`src/rtl/reg_debug_access_pkg.sv`:
```
// Shared types and constants for the debug register-access controller.
// Command opcodes and FSM state encoding live here so the controller and benches agree.
package reg_debug_access_pkg;

  localparam int REG_ADDR_W = 5;
  localparam int XLEN       = 32;

  typedef enum logic [1:0] {
    OP_READ  = 2'b00,
    OP_WRITE = 2'b01,
    OP_DUMP  = 2'b10,
    OP_CLEAR = 2'b11
  } cmd_op_e;

  typedef enum logic [2:0] {
    ST_IDLE,
    ST_READ,
    ST_WRITE,
    ST_DUMP_RD,
    ST_CLEAR,
    ST_RESP
  } state_e;

endpackage

```
`src/rtl/reg_debug_access.sv`:
```
// Debug-port controller giving halted-core access to the GP register file:
// single READ/WRITE, whole-file DUMP and CLEAR, with a valid/ready response channel.
//
// state      | meaning
// -----------+--------------------------------------------------------------
// ST_IDLE    | waiting for a command; only state with cmd_ready high
// ST_READ    | drive rf_read_addr with latched address, capture read data
// ST_WRITE   | single-cycle write pulse (suppressed for address 0)
// ST_DUMP_RD | sample reg[idx] for the next dump response
// ST_CLEAR   | write zero to reg[idx], idx walking 1..NUM_REGS-1
// ST_RESP    | hold response until rsp_ready; loops back to ST_DUMP_RD mid-dump
module reg_debug_access
  import reg_debug_access_pkg::*;
#(
  parameter int NUM_REGS = 32
) (
  input  logic                  clk_core,
  input  logic                  rst_core_n,
  input  logic                  core_halted,
  input  logic                  cmd_valid,
  output logic                  cmd_ready,
  input  logic [1:0]            cmd_op,
  input  logic [REG_ADDR_W-1:0] cmd_addr,
  input  logic [XLEN-1:0]       cmd_data,
  output logic                  rsp_valid,
  input  logic                  rsp_ready,
  output logic [REG_ADDR_W-1:0] rsp_addr,
  output logic [XLEN-1:0]       rsp_data,
  output logic                  rsp_err,
  output logic                  rsp_last,
  output logic [REG_ADDR_W-1:0] rf_read_addr,
  input  logic [XLEN-1:0]       rf_read_data,
  output logic [REG_ADDR_W-1:0] rf_write_addr,
  output logic [XLEN-1:0]       rf_write_data,
  output logic                  rf_wr_en
);

  localparam logic [REG_ADDR_W-1:0] LAST_IDX = REG_ADDR_W'(NUM_REGS - 1);

  state_e                  state, state_nxt;
  cmd_op_e                 op_q;
  logic [REG_ADDR_W-1:0]   addr_q;
  logic [XLEN-1:0]         data_q;
  logic [REG_ADDR_W-1:0]   idx;
  logic                    cmd_fire;
  logic                    rsp_fire;

  assign cmd_fire = cmd_valid & cmd_ready;
  assign rsp_fire = rsp_valid & rsp_ready;

  always_ff @(posedge clk_core or negedge rst_core_n) begin
    if (!rst_core_n) begin
      state <= ST_IDLE;
    end else begin
      state <= state_nxt;
    end
  end

  always_comb begin
    state_nxt = state;
    case (state)
      ST_IDLE: begin
        if (cmd_fire) begin
          if (!core_halted) begin
            state_nxt = ST_RESP;
          end else begin
            case (cmd_op_e'(cmd_op))
              OP_READ:  state_nxt = ST_READ;
              OP_WRITE: state_nxt = ST_WRITE;
              OP_DUMP:  state_nxt = ST_DUMP_RD;
              default:  state_nxt = ST_CLEAR;
            endcase
          end
        end
      end
      ST_READ, ST_WRITE, ST_DUMP_RD: state_nxt = ST_RESP;
      ST_CLEAR: begin
        if (!core_halted || idx == LAST_IDX) begin
          state_nxt = ST_RESP;
        end
      end
      ST_RESP: begin
        if (rsp_fire) begin
          state_nxt = (op_q == OP_DUMP && !rsp_last) ? ST_DUMP_RD : ST_IDLE;
        end
      end
      default: state_nxt = ST_IDLE;
    endcase
  end

  // cmd_ready is qualified by reset so it reads 0 while reset is held
  // and 1 in the very first cycle after release.
  always_comb begin
    cmd_ready     = 1'b0;
    rsp_valid     = 1'b0;
    rf_wr_en      = 1'b0;
    rf_write_addr = addr_q;
    rf_write_data = data_q;
    rf_read_addr  = addr_q;
    case (state)
      ST_IDLE:    cmd_ready = rst_core_n;
      ST_WRITE:   rf_wr_en = (addr_q != '0);
      ST_DUMP_RD: rf_read_addr = idx;
      ST_CLEAR: begin
        rf_wr_en      = core_halted;
        rf_write_addr = idx;
        rf_write_data = '0;
      end
      ST_RESP:    rsp_valid = 1'b1;
      default: ;
    endcase
  end

  always_ff @(posedge clk_core or negedge rst_core_n) begin
    if (!rst_core_n) begin
      op_q     <= OP_READ;
      addr_q   <= '0;
      data_q   <= '0;
      idx      <= '0;
      rsp_addr <= '0;
      rsp_data <= '0;
      rsp_err  <= 1'b0;
      rsp_last <= 1'b0;
    end else begin
      case (state)
        ST_IDLE: begin
          if (cmd_fire) begin
            op_q   <= cmd_op_e'(cmd_op);
            addr_q <= cmd_addr;
            data_q <= cmd_data;
            idx    <= (cmd_op_e'(cmd_op) == OP_CLEAR) ? REG_ADDR_W'(1) : '0;
            if (!core_halted) begin
              rsp_addr <= cmd_addr;
              rsp_data <= '0;
              rsp_err  <= 1'b1;
              rsp_last <= 1'b1;
            end
          end
        end
        ST_READ: begin
          rsp_addr <= addr_q;
          rsp_data <= rf_read_data;
          rsp_err  <= 1'b0;
          rsp_last <= 1'b1;
        end
        ST_WRITE: begin
          rsp_addr <= addr_q;
          rsp_data <= data_q;
          rsp_err  <= (addr_q == '0);
          rsp_last <= 1'b1;
        end
        ST_DUMP_RD: begin
          rsp_addr <= idx;
          if (core_halted) begin
            rsp_data <= rf_read_data;
            rsp_err  <= 1'b0;
            rsp_last <= (idx == LAST_IDX);
          end else begin
            rsp_data <= '0;
            rsp_err  <= 1'b1;
            rsp_last <= 1'b1;
          end
        end
        ST_CLEAR: begin
          if (!core_halted) begin
            rsp_addr <= idx;
            rsp_data <= '0;
            rsp_err  <= 1'b1;
            rsp_last <= 1'b1;
          end else if (idx == LAST_IDX) begin
            rsp_addr <= idx;
            rsp_data <= '0;
            rsp_err  <= 1'b0;
            rsp_last <= 1'b1;
          end else begin
            idx <= idx + 1'b1;
          end
        end
        ST_RESP: begin
          if (rsp_fire && op_q == OP_DUMP && !rsp_last) begin
            idx <= idx + 1'b1;
          end
        end
        default: ;
      endcase
    end
  end

endmodule

```
`config.mk`:
```
export PLATFORM = sky130hd
export DESIGN_NAME = reg_debug_access
export DESIGN_NICKNAME = d
export VERILOG_FILES = /design/src/rtl/reg_debug_access_pkg.sv /design/src/rtl/reg_debug_access.sv
export SDC_FILE = /design/constraint.sdc
export NUM_CORES = 1
export LEC_CHECK = 0
export BUFFER_PORTS_ARGS = -buffer_cell sky130_fd_sc_hd__buf_2
export CAP_MARGIN = 15
export CORE_AREA = 2 2 93 95
export CTS_CLUSTER_SIZE = 10
export DETAILED_ROUTE_END_ITERATION = 16
export DIE_AREA = 0 0 95 97
export HOLD_SLACK_MARGIN = 0.05
export PLACE_DENSITY = 0.83
export SLEW_MARGIN = 5
export SYNTH_ARGS = -nofsm -noshare
export SYNTH_HDL_FRONTEND = slang
export SYNTH_SLANG_ARGS = --single-unit
export TNS_END_PERCENT = 50
```
`constraint.sdc`:
```
create_clock -name clk_core -period 3.9 [get_ports clk_core]
set_input_delay 0.195 -clock clk_core [delete_from_list [all_inputs] [get_ports clk_core]]
set_output_delay 0.195 -clock clk_core [all_outputs]
set_load 0.1 [all_outputs]
```
Yosys cells after proc, flatten, opt, wreduce, memory -nomap -nowiden
Index checks and enable logic that the tools add are counted.

storage, ports and cells
  input bits = 76
  word-level logic and storage cells = 90
  register bits after elaboration = 86
  output and inout port bits = 84

operators by class
  $add $sub $neg = 1
  multiplexer cells = 40
  equal/unequal tests = 18
  bitwise operators = 2
  reductions and logical operators = 20

operators by type and width
  operator             count
  $mux 32              6
  $pmux 32 s5          1
  $mux 5               10
  $pmux 5 s4           1
  $pmux 5 s3           1
  $ne 2x2->1 const B   7
  $mux 3               4
  $pmux 3 s4           1
  $mux 1               11
  $reduce_bool 5->1    2
  $pmux 3 s3           1
  $reduce_and 4->1     2
  $eq 2x2->1 const B   3
  $eq 3x2->1 const B   2
  $eq 3x3->1 const B   2
  $add 5x1->5 const B  1
  $eq 5x5->1 const B   1
  $logic_not 5->1      1
  $pmux 1 s5           1
  $reduce_and 5->1     1
  $pmux 1 s4           1
  $reduce_bool 4->1    1
  $eq 3x1->1 const B   1
  $logic_and 1x1->1    3
  other kinds (14)     16

Depth between registers and ports, before layout
Gate-level depths: netlist (run 1).

  depth in word-level cells = 7
  depth in mapped cells = 9
  mapped depth without buffers = 7

Least setup slack after synthesis (run 1)
OpenSTA, ideal clock, no wires.

  kind = reg2out
  start point = register state[1]
  end point = output port rf_read_addr[1]
  required time = 3.705 ns
  stages on the path, launching flop included = 5
  data arrival time = 3.139 ns
  slack = 0.566 ns
  buffers on the path = 1
  cell sequence = dfrtp_1 > buf_2 > nor2b_1 > nand2_1 > o21ai_0

on the way
  cells in the longest elaborated chain, start to end = 2

RTL lines
  element                   line                     text
  start: declaration        reg_debug_access.sv:40   state_e state, state_nxt;
  start signal: assignment  reg_debug_access.sv:55   state <= state_nxt;
  $eq 3x2->1                reg_debug_access.sv:100  case (state)
  $mux 5                    reg_debug_access.sv:100
  end: declaration          reg_debug_access.sv:31   output logic [REG_ADDR_W-1:0] rf_read_addr,

Every way passes these cells.

Worst setup path in the final report (run 1)
  start point = register state[1]
  end point = output port rf_read_addr[0]

Same word-level chain as after synthesis.

==> key figures, run 1 <==
Cells and area
  • Most frequent cells in the layout: buf_2, dfrtp_1, mux2_2, nor2b_1, inv_1
  • Fillers: 641
  • Commonest non-fill, non-tap cell in the layout: buf_2
  • Final core utilization: between 60% and 70%
  • Ant. Diodes: 0
  • Reg area: 0.00215 mm²
  • Post-route cell area: around 0.0054 mm²
  • Share of cells above drive strength 1: 43.5%
  • Non-Filler Instances: 648
  • Layout Nets: slightly above 600
  • Area Overhead vs Synth: 28.7%
  • Multi-input gate area: 0.00179 mm²

Critical path
  • Buf+Inv Stages, Crit Path: 1
  • Worst-path fanout max: 24
  • WP data arrival: 2510 ps
  • Setup crit end kind: primary output
  • Setup Crit Path Kind: flop to primary output
  • Critical-path cell list: nor2b_1 -> nand2_1 -> mux2_2 -> buf_2
  • Cell family with most CP delay: flip-flops
  • Crit-path max cell delay: slightly below 900 ps
  • Crit start category: flop
  • Required time worst endpoint: around 3700 ps
  • Crit-path slowest cell: dfrtp_1

Routing
  • Antenna viol nets, final: 0
  • Average via count per standard cell: 5.72
  • Residual DRC count: 0
  • Initial DRC Count: 360
  • Initial DRT Pass Iterations: 9
  • Via count: around 3700
  • DRT Wirelength: 11600 µm
  • Wire per inst: 18.0 µm

Logic synthesis
  • Synthesized area: 0.00423 mm²
  • Post-Synth Simple-Gate Area: 11.1%
  • Post-synth EDFFs: 0
  • Distinct cell type count after synthesis: 40
  • Mux cell area share after synthesis: ~15%
  • Share of the synthesized area in the top cell type: 50.9%
  • Sequential area share after synthesis: 50.9%
  • Yosys top cell by area: dfrtp_1
  • Syn_area_per_cell: ~11 µm²
  • Syn Nets: 454
  • Yosys warning count: 0
  • Synth area leaders: dfrtp_1, mux2_2, a222oi_1
  • Mapped Cells: 375
  • Ys async rst share: 100%
  • Post-synthesis xor/xnor area fraction: 0%
  • Compound-gate portion of the synthesized area: 15.2%
  • Adder-cell share of the synthesized area: 0.888%
  • Synth Flop Type: dfrtp_1
  • Flops & latches, synth: 86
  • Main combinational cell family by area after synthesis: compound AO/OA/AOI/OAI gates

GRT
  • Largest net degree at the start of global routing: 72
  • Global-route wire length before repair: 19000 µm
  • Number of global-route vias before repair: 3821
  • Initial antenna violation count: 0
  • GRT Total Usage: 26.3%
  • Remaining Overflow, GRT: 0

Clock network
  • Clock Tree Buf Depth: 2
  • CTS tree: yes
  • Clk sink count: 86
  • Num CTS Buffers: 9
  • Htree depth: 3
  • CTS clk-pin slew, worst paths: approximately 90 ps
  • Root buffer cell: clkbuf_8
  • Post-CTS sizing: 0
  • Skew-Pair Late Insertion Delay: about 350 ps
  • Setup Buffers After CTS: 0

STA
  • Min Tclk post-route: 2710 ps
  • Final Setup Violations: 0
  • Worst-Margin Slew: 959 ps
  • Worst Skew: 14.9 ps
  • FMAX: 0.370 GHz
  • Tcrit/Tclk final: 69.4%
  • Final hold violation count: 0
  • RSZ-0062 raised after global routing: no
  • Worst rel slew slack: 36.1%
  • Final Slew Violations: 0
  • TNS Setup: 0 ps

Placed design
  • Port bufs: 159
  • Final estimated routing congestion in global placement: 0.926
  • Placed Cells: around 620
  • DP Area: approximately 0.0050 mm²
  • Dpl hpwl: between 7000 and 8000 µm

Die
  • Rows: 33
  • Die area: 0.00922 mm²
  • Top Ports: 160
  • Core ar.: a little over 0.008 mm²
  • Die Y: about 97 µm
  • Initial Util: 52.0%
  • Die width: 95 µm

Worst hold path
  • Worst min-delay path class: input pin to flop

Status
  • Status: finished, final reports clean

Run
  • Max cap viols: 0
## cell usage after synthesis (2+ instances only)
cell type	number
dfrtp_1	86
mux2_2	51
nor2b_1	40
inv_1	38
a222oi_1	32
nand2_1	17
buf_2	10
clkbuf_1	10
o21ai_0	10
nor2_1	8
a21oi_1	7
buf_6	5
mux2i_1	5
nor3_1	5
o21ai_1	5
o22ai_1	4
o31ai_1	4
a32o_1	3
and2_1	3
and3_1	3
ha_1	3
a22o_1	2
a31oi_1	2
buf_4	2
nand2b_1	2
nor3b_1	2
o21a_1	2
o21bai_1	2
## path summary, 6_finish.rpt
| check | slack [ps] | end | start | cells after the start |
|---|---|---|---|---|
| worst min-delay path | 60 | rsp_data[14] | rf_read_data[14] | 3 |
| worst max-delay path | 1190 | rf_read_addr[0] | state[1] | 4 |
| worst min register to register | 500 | rsp_addr[3] | rsp_addr[3] | 2 |
| worst max register to register | 1350 | op_q[1] | state[1] | 3 |
| min in group asynchronous | 270 | data_q[11] | rst_core_n | 2 |
| max in group asynchronous | 2470 | rsp_data[28] | rst_core_n | 3 |
## cells by family after synthesis
group / after synthesis
muxes: 56
AOI/OAI and AO/OA: 80
buffers and inverters: 65
DFF: 86
adders and majority gates: 3
and+or+nand+nor: 85
## layout make-up
class,instances,area share (%)
Sequential cell,86,39.5
Timing Repair Buffer,179,18.1
Multi-Input combinational cell,224,32.8
Inverter,38,2.62
Tap cell,105,2.41
Clock buffer,10,2.34
Clock inverter,6,2.16
## registers in the layout (all words and copies together) (netlist names)
| name | count |
|---|---|
| rsp_err | 1 |
| addr_q | 5 |
| rsp_last | 1 |
| state | 3 |
| idx | 5 |
| data_q | 32 |
| rsp_data | 32 |
| rsp_addr | 5 |
| op_q | 2 |
## worst min-delay path, cell delays in order
cell	delay, ps
buf_2	80
a222oi_1	60
inv_1	50
## timing repair
item | in CTS | in global routing
hold endpoints to repair | 31 | 0
endpoints found under the setup margin | 0 | 0
hold buffers | 15 | 0
## through the flow
stage	worst slack (ps)	hold WS (ps)
finish	1190	60.9
global placement	1490	92.4
floorplan	566	-101
detailed placement	1350	95.4
global route	998	50.3
CTS	1170	51.9
## layer usage
metal / GRT usage, % / vias to the layer above / routed length (µm)
li1: - / 1687 / -
met1: 33.7 / 1818 / 4630
met2: 42.8 / 186 / 5820
met3: 6.46 / 18 / 989
met4: 10.0 / 0 / 211
met5: 0 / - / 0
Power of run 1 is left out: the tool's default activity adds up to more than one toggle a clock period on the data nets, which glitch-free logic cannot reach.
==> inputs of run 2 (changes only) <==
--- a/config.mk
+++ b/config.mk
@@ -7,12 +7,12 @@
 export LEC_CHECK = 0
 export BUFFER_PORTS_ARGS = -buffer_cell sky130_fd_sc_hd__buf_2
 export CAP_MARGIN = 15
-export CORE_AREA = 2 2 93 95
+export CORE_AREA = 2 2 100 102
 export CTS_CLUSTER_SIZE = 10
 export DETAILED_ROUTE_END_ITERATION = 16
-export DIE_AREA = 0 0 95 97
+export DIE_AREA = 0 0 102 104
 export HOLD_SLACK_MARGIN = 0.05
-export PLACE_DENSITY = 0.83
+export PLACE_DENSITY = 0.76
 export SLEW_MARGIN = 5
 export SYNTH_ARGS = -nofsm -noshare
 export SYNTH_HDL_FRONTEND = slang
==> constraint.sdc (replaced) <==
create_clock -name clk_core -period 2.25 [get_ports clk_core]
set_input_delay 0.1125 -clock clk_core [delete_from_list [all_inputs] [get_ports clk_core]]
set_output_delay 0.1125 -clock clk_core [all_outputs]
set_load 0.1 [all_outputs]
==> key figures, run 2 (synthesis results as in run 1) <==
Status
  • Status: finished, final reports clean (unchanged)

Cells and area
  • Non-Filler Instances: 754 (was 648)
  • Share of cells above drive strength 1: 43.4% (was 43.5%)
  • Layout Nets: 695 (was 617)
  • Multi-input gate area: 0.00182 mm² (was 0.00179 mm²)
  • Commonest non-fill, non-tap cell in the layout: buf_2 (unchanged)
  • Fillers: 739 (was 641)
  • Most frequent cells in the layout: buf_2, dfrtp_1, dlygate4sd3_1, mux2_2, inv_1 (was buf_2, dfrtp_1, mux2_2, nor2b_1, inv_1)
  • Area Overhead vs Synth: 53.0% (was 28.7%)
  • Reg area: 0.00215 mm² (about the same)
  • Top Registers: data_q x32, rsp_data x32 (unchanged)

Die
  • Core ar.: 0.00955 mm² (was 0.00813 mm²)
  • Die area: 0.0106 mm² (was 0.00922 mm²)
  • Rows: 36 (was 33)
  • Top Ports: 160 (unchanged)
  • Initial Util: 44.3% (was 52.0%)
  • Die Y: 104 µm (was 97 µm)
  • Die width: 102 µm (was 95 µm)

STA
  • Worst-Margin Slew: 620 ps (was 959 ps)
  • Worst Skew: 8.18 ps (was 14.9 ps)
  • Worst hold margin: 76.8 ps (was 60.9 ps)
  • TNS Setup: 0 ps (unchanged)
  • Final Slew Violations: 0 (unchanged)
  • Setup slack after layout: 66.3 ps (was 1190 ps)
  • FMAX: about 0.46 GHz
  • Tcrit/Tclk final: ~97%
  • RSZ-0062 raised after global routing: yes (was no)
  • Worst rel slew slack: 58.6% (was 36.1%)
  • Final hold violation count: 0 (unchanged)
  • Min Tclk post-route: 2180 ps
  • Final Setup Violations: 0 (unchanged)

Critical path
  • Crit start category: flop (unchanged)
  • Setup crit end kind: primary output (unchanged)
  • Worst-path fanout max: 15 (was 24)
  • WP data arrival: 2070 ps (was 2510 ps)
  • Setup Crit Path Kind: flop to primary output (unchanged)
  • Worst R2R End: rsp_data[26] (was op_q[1])
  • Required time worst endpoint: 2140 ps (was 3700 ps)
  • R2R cell count: 8 (was 3)
  • Crit path from: state[1] (unchanged)
  • CP Capture Point: rf_write_addr[4] (was rf_read_addr[0])
  • Worst reg2reg startpoint: idx[1] (was state[1])
  • Reg2Reg Setup Slack: 90 ps (was 1350 ps)

Placed design
  • Placed Cells: 663 (was 617)
  • Dpl hpwl: 8480 µm (was 7800 µm)
  • Final estimated routing congestion in global placement: 0.882 (was 0.926)
  • Pre-CTS setup slack: 132 ps (was 1350 ps)
  • Port bufs: 159 (unchanged)

GRT
  • GRT Total Usage: 25.1% (was 26.3%)
  • Remaining Overflow, GRT: 0 (unchanged)
  • Top Usage Layer GRT: met2 (unchanged)
  • GRT met1 Usage: 32.3% (was 33.7%)
  • Global-route wire length before repair: 20800 µm (was 19000 µm)
  • Largest net degree at the start of global routing: 49 (was 72)
  • Met2 global-route usage: 40.7% (was 42.8%)
  • Met3 GRT Util: 5.11% (was 6.46%)
  • Number of global-route vias before repair: 4134 (was 3821)
  • Initial antenna violation count: 1 (was 0)

Routing
  • Via count: 4125 (was 3709)
  • Wire per inst: 17.8 µm (was 18.0 µm)
  • Antenna viol nets, final: 0 (unchanged)
  • Residual DRC count: 0 (unchanged)
  • Initial DRT Pass Iterations: 7 (was 9)
  • Initial DRC Count: 298 (was 360)
  • Average via count per standard cell: 5.47 (was 5.72)
  • DRT Wirelength: 13400 µm (was 11600 µm)

Worst hold path
  • Worst min-delay path class: input pin to flop (unchanged)

Clock network
  • Skew-Pair Late Insertion Delay: 350 ps (about the same)
  • Htree depth: 3 (unchanged)
  • Root buffer cell: clkbuf_8 (unchanged)
  • Num CTS Buffers: 9 (unchanged)
  • CTS tree: yes (unchanged)
  • Clock Tree Buf Depth: 2 (unchanged)
  • Clk sink count: 86 (unchanged)
  • CTS clk-pin slew, worst paths: 90 ps (about the same)

Run
  • Max cap viols: 0 (unchanged)
==> run 2: routing by layer <==
layer  vias up  part of all wire (%)
li1       1844                     -
met1      1978                    39
met2       261                    50
met3        42                   7.4
met4         0                   3.1
met5         -                     0
==> run 2: worst min-delay path by stage <==
stage                      startpoint         to  slack (ps)  cells past startpoint
after floorplan            rst_core_n  addr_q[0]        -180                      0
after global placement     rst_core_n    rsp_err         240                      2
after detailed placement   rst_core_n    op_q[0]         240                      2
after CTS                 cmd_addr[3]  addr_q[3]          60                      2
after global routing      cmd_addr[3]  addr_q[3]          80                      2
final                     cmd_addr[3]  addr_q[3]          80                      2
==> run 2: final cells by class <==
cell class / instances / area share, %
repair buffers: 257 / 30.6
well taps: 133 / 2.57
diodes: 1 / 0.0387
multi-input cells: 224 / 28.1
flip-flops and latches: 86 / 33.3
clock buffers: 11 / 2.03
inverters: 38 / 2.20
clock inverters: 4 / 1.12
==> run 2: worst max-delay path: stages (launching register included) <==
cell and delay (ps):
dfrtp_1 460, buf_4 200, nor3b_4 290, buf_12 200, mux2_2 390, buf_12 180
==> run 2: timing repair <==
item                       4_1_cts  5_1_grt
pin swaps                        0        3
hold buffers                    71        0
hold endpoints to repair       156        0
setup endpoints to repair        5       37
resized for setup                2        7
gates cloned                     0        1
setup buffers                    0        3
==> run 2: stage by stage <==
| stage | instance area (µm²) | utilization [%] |
|---|---|---|
| floorplan | 4240 | - |
| global placement | 5480 | 57.4 |
| detailed placement | 5480 | 57.4 |
| CTS | 6400 | 67.1 |
| global route | 6470 | 67.8 |
| finish | 6470 | 67.8 |
Power of run 2 is left out for the same reason.
==> inputs of run 3 (changes only) <==
--- a/config.mk
+++ b/config.mk
@@ -12,6 +12,7 @@
 export DETAILED_ROUTE_END_ITERATION = 16
 export DIE_AREA = 0 0 102 104
 export HOLD_SLACK_MARGIN = 0.05
+export MAX_ROUTING_LAYER = met4
 export PLACE_DENSITY = 0.76
 export SLEW_MARGIN = 5
 export SYNTH_ARGS = -nofsm -noshare
==> key figures, run 3 (synthesis results as in run 1) <==
STA
  • Setup slack after layout: 74.0 ps (was 66.3 ps)
  • Min Tclk post-route: 2180 ps (about the same)
  • Worst rel slew slack: 58.9% (was 58.6%)
  • Final hold violation count: 0 (unchanged)
  • RSZ-0062 raised after global routing: yes (unchanged)
  • Worst Skew: 7.58 ps (was 8.18 ps)
  • Final Slew Violations: 0 (unchanged)
  • Final Setup Violations: 0 (unchanged)
  • FMAX: 0.460 GHz (was 0.458 GHz)
  • Worst-Margin Slew: 616 ps (was 620 ps)
  • Tcrit/Tclk final: 96.7% (was 97.1%)

Routing
  • Via count: 4118 (was 4125)
  • Antenna viol nets, final: 0 (unchanged)
  • Wire per inst: 17.8 µm (about the same)
  • Initial DRC Count: 299 (was 298)
  • DRT Wirelength: 13400 µm (about the same)
  • Residual DRC count: 0 (unchanged)
  • Initial DRT Pass Iterations: 8 (was 7)
  • Average via count per standard cell: 5.46 (was 5.47)

Placed design
  • Port bufs: 159 (unchanged)
  • Final estimated routing congestion in global placement: 0.897 (was 0.882)
  • Pre-CTS setup slack: 132 ps (unchanged)
  • DP Area: 0.00548 mm² (unchanged)
  • Dpl hpwl: 8480 µm (unchanged)

Critical path
  • Crit-path slowest cell: dfrtp_1 (unchanged)
  • Critical-path cell list: buf_4 -> nor3b_4 -> buf_12 -> mux2_2 -> buf_12 (unchanged)
  • Setup Crit Path Kind: flop to primary output (unchanged)
  • Top cell by count, worst path: buf_12 (unchanged)
  • Worst-path fanout max: 15 (unchanged)
  • WP data arrival: 2060 ps (was 2070 ps)
  • Required time worst endpoint: 2140 ps (about the same)
  • Crit start category: flop (unchanged)
  • Crit-path max cell delay: 460 ps (about the same)
  • Setup crit end kind: primary output (unchanged)

Die
  • Top Ports: 160 (unchanged)
  • Rows: 36 (unchanged)
  • Initial Util: 44.3% (unchanged)
  • Core ar.: 0.00955 mm² (unchanged)
  • Die Y: 104 µm (unchanged)
  • Die area: 0.0106 mm² (unchanged)
  • Die width: 102 µm (unchanged)

Cells and area
  • Top Registers: data_q x32, rsp_data x32 (unchanged)
  • Layout Nets: 695 (unchanged)
  • Area Overhead vs Synth: 53.1% (was 53.0%)
  • Commonest non-fill, non-tap cell in the layout: buf_2 (unchanged)
  • Share of cells above drive strength 1: 43.5% (was 43.4%)
  • Post-route cell area: 0.00648 mm² (was 0.00647 mm²)
  • Most frequent cells in the layout: buf_2, dfrtp_1, dlygate4sd3_1, mux2_2, inv_1 (unchanged)

GRT
  • Largest net degree at the start of global routing: 49 (unchanged)
  • Remaining Overflow, GRT: 0 (unchanged)
  • Initial antenna violation count: 1 (unchanged)
  • Global-route wire length before repair: 20700 µm (was 20800 µm)
  • Number of global-route vias before repair: 4129 (was 4134)
  • GRT Total Usage: 25.8% (was 25.1%)

Clock network
  • CTS tree: yes (unchanged)
  • Root buffer cell: clkbuf_8 (unchanged)
  • Clock Tree Buf Depth: 2 (unchanged)
  • Skew-Pair Late Insertion Delay: 350 ps (about the same)
  • Clk sink count: 86 (unchanged)
  • Num CTS Buffers: 9 (unchanged)
  • CTS clk-pin slew, worst paths: 80 ps (was 90 ps)
  • Htree depth: 3 (unchanged)

Worst hold path
  • Worst min-delay path class: input pin to flop (unchanged)

Run
  • Max cap viols: 0 (unchanged)

Status
  • Status: finished, final reports clean (unchanged)
[run 3: worst max-delay path, delay by kind of cell, from the launching register on]
family | cells | cell delay [ps]
buffers and inverters | 3 | 580
flip-flops | 1 | 460
multiplexers | 1 | 380
AND/OR/NAND/NOR | 1 | 290
[run 3: worst paths after layout]
kind	startpoint	endpoint	slack, ps	cells past startpoint
worst min register to register	rsp_addr[0]	rsp_addr[0]	490	2
worst min-delay path	cmd_addr[3]	addr_q[3]	80	2
worst max-delay path	state[1]	rf_write_addr[4]	70	5
max in group asynchronous	rst_core_n	data_q[11]	1360	3
min in group asynchronous	rst_core_n	op_q[0]	420	3
worst max register to register	idx[1]	rsp_data[26]	100	8
[run 3: layer usage]
| layer | GRT usage [%] | wire length [µm] | share of wire [%] | vias to the layer above |
|---|---|---|---|---|
| met5 | - | 0 | 0 | - |
| met4 | 11.1 | 414 | 3.1 | 0 |
| met3 | 4.77 | 986 | 7.3 | 36 |
| met2 | 40.7 | 6750 | 50 | 243 |
| met1 | 32.4 | 5280 | 39 | 1994 |
| li1 | - | - | - | 1845 |
[run 3: layout make-up]
cell class	instances	area, µm²
clock buffer	11	131
clock inverter	4	72.6
inverter	38	143
multi-input combinational	224	1830
sequential	86	2150
timing repair buffer	257	1980
tap	133	166
fill	740	3070
antenna	1	2.50
[run 3: through the flow]
| stage | setup TNS, ps | cells | util, % | hold slack [ps] |
|---|---|---|---|---|
| floorplan | -4560 | 375 | - | -183 |
| global placement | 0 | 663 | 57.4 | 236 |
| detailed placement | 0 | 663 | 57.4 | 243 |
| CTS | 0 | 749 | 67.1 | 64.2 |
| global route | -20.4 | 754 | 67.8 | 66.3 |
| finish | 0 | 754 | 67.8 | 82.6 |
[run 3: timing repair]
| item | CTS | global route |
|---|---|---|
| gates cloned | 0 | 1 |
| endpoints found under the setup margin | 5 | 37 |
| buffers inserted | 0 | 3 |
| gates resized for setup | 2 | 8 |
| hold buffers | 71 | 0 |
| pin swaps | 0 | 3 |
| hold endpoints to repair | 156 | 0 |
Power of run 3 is left out for the same reason.
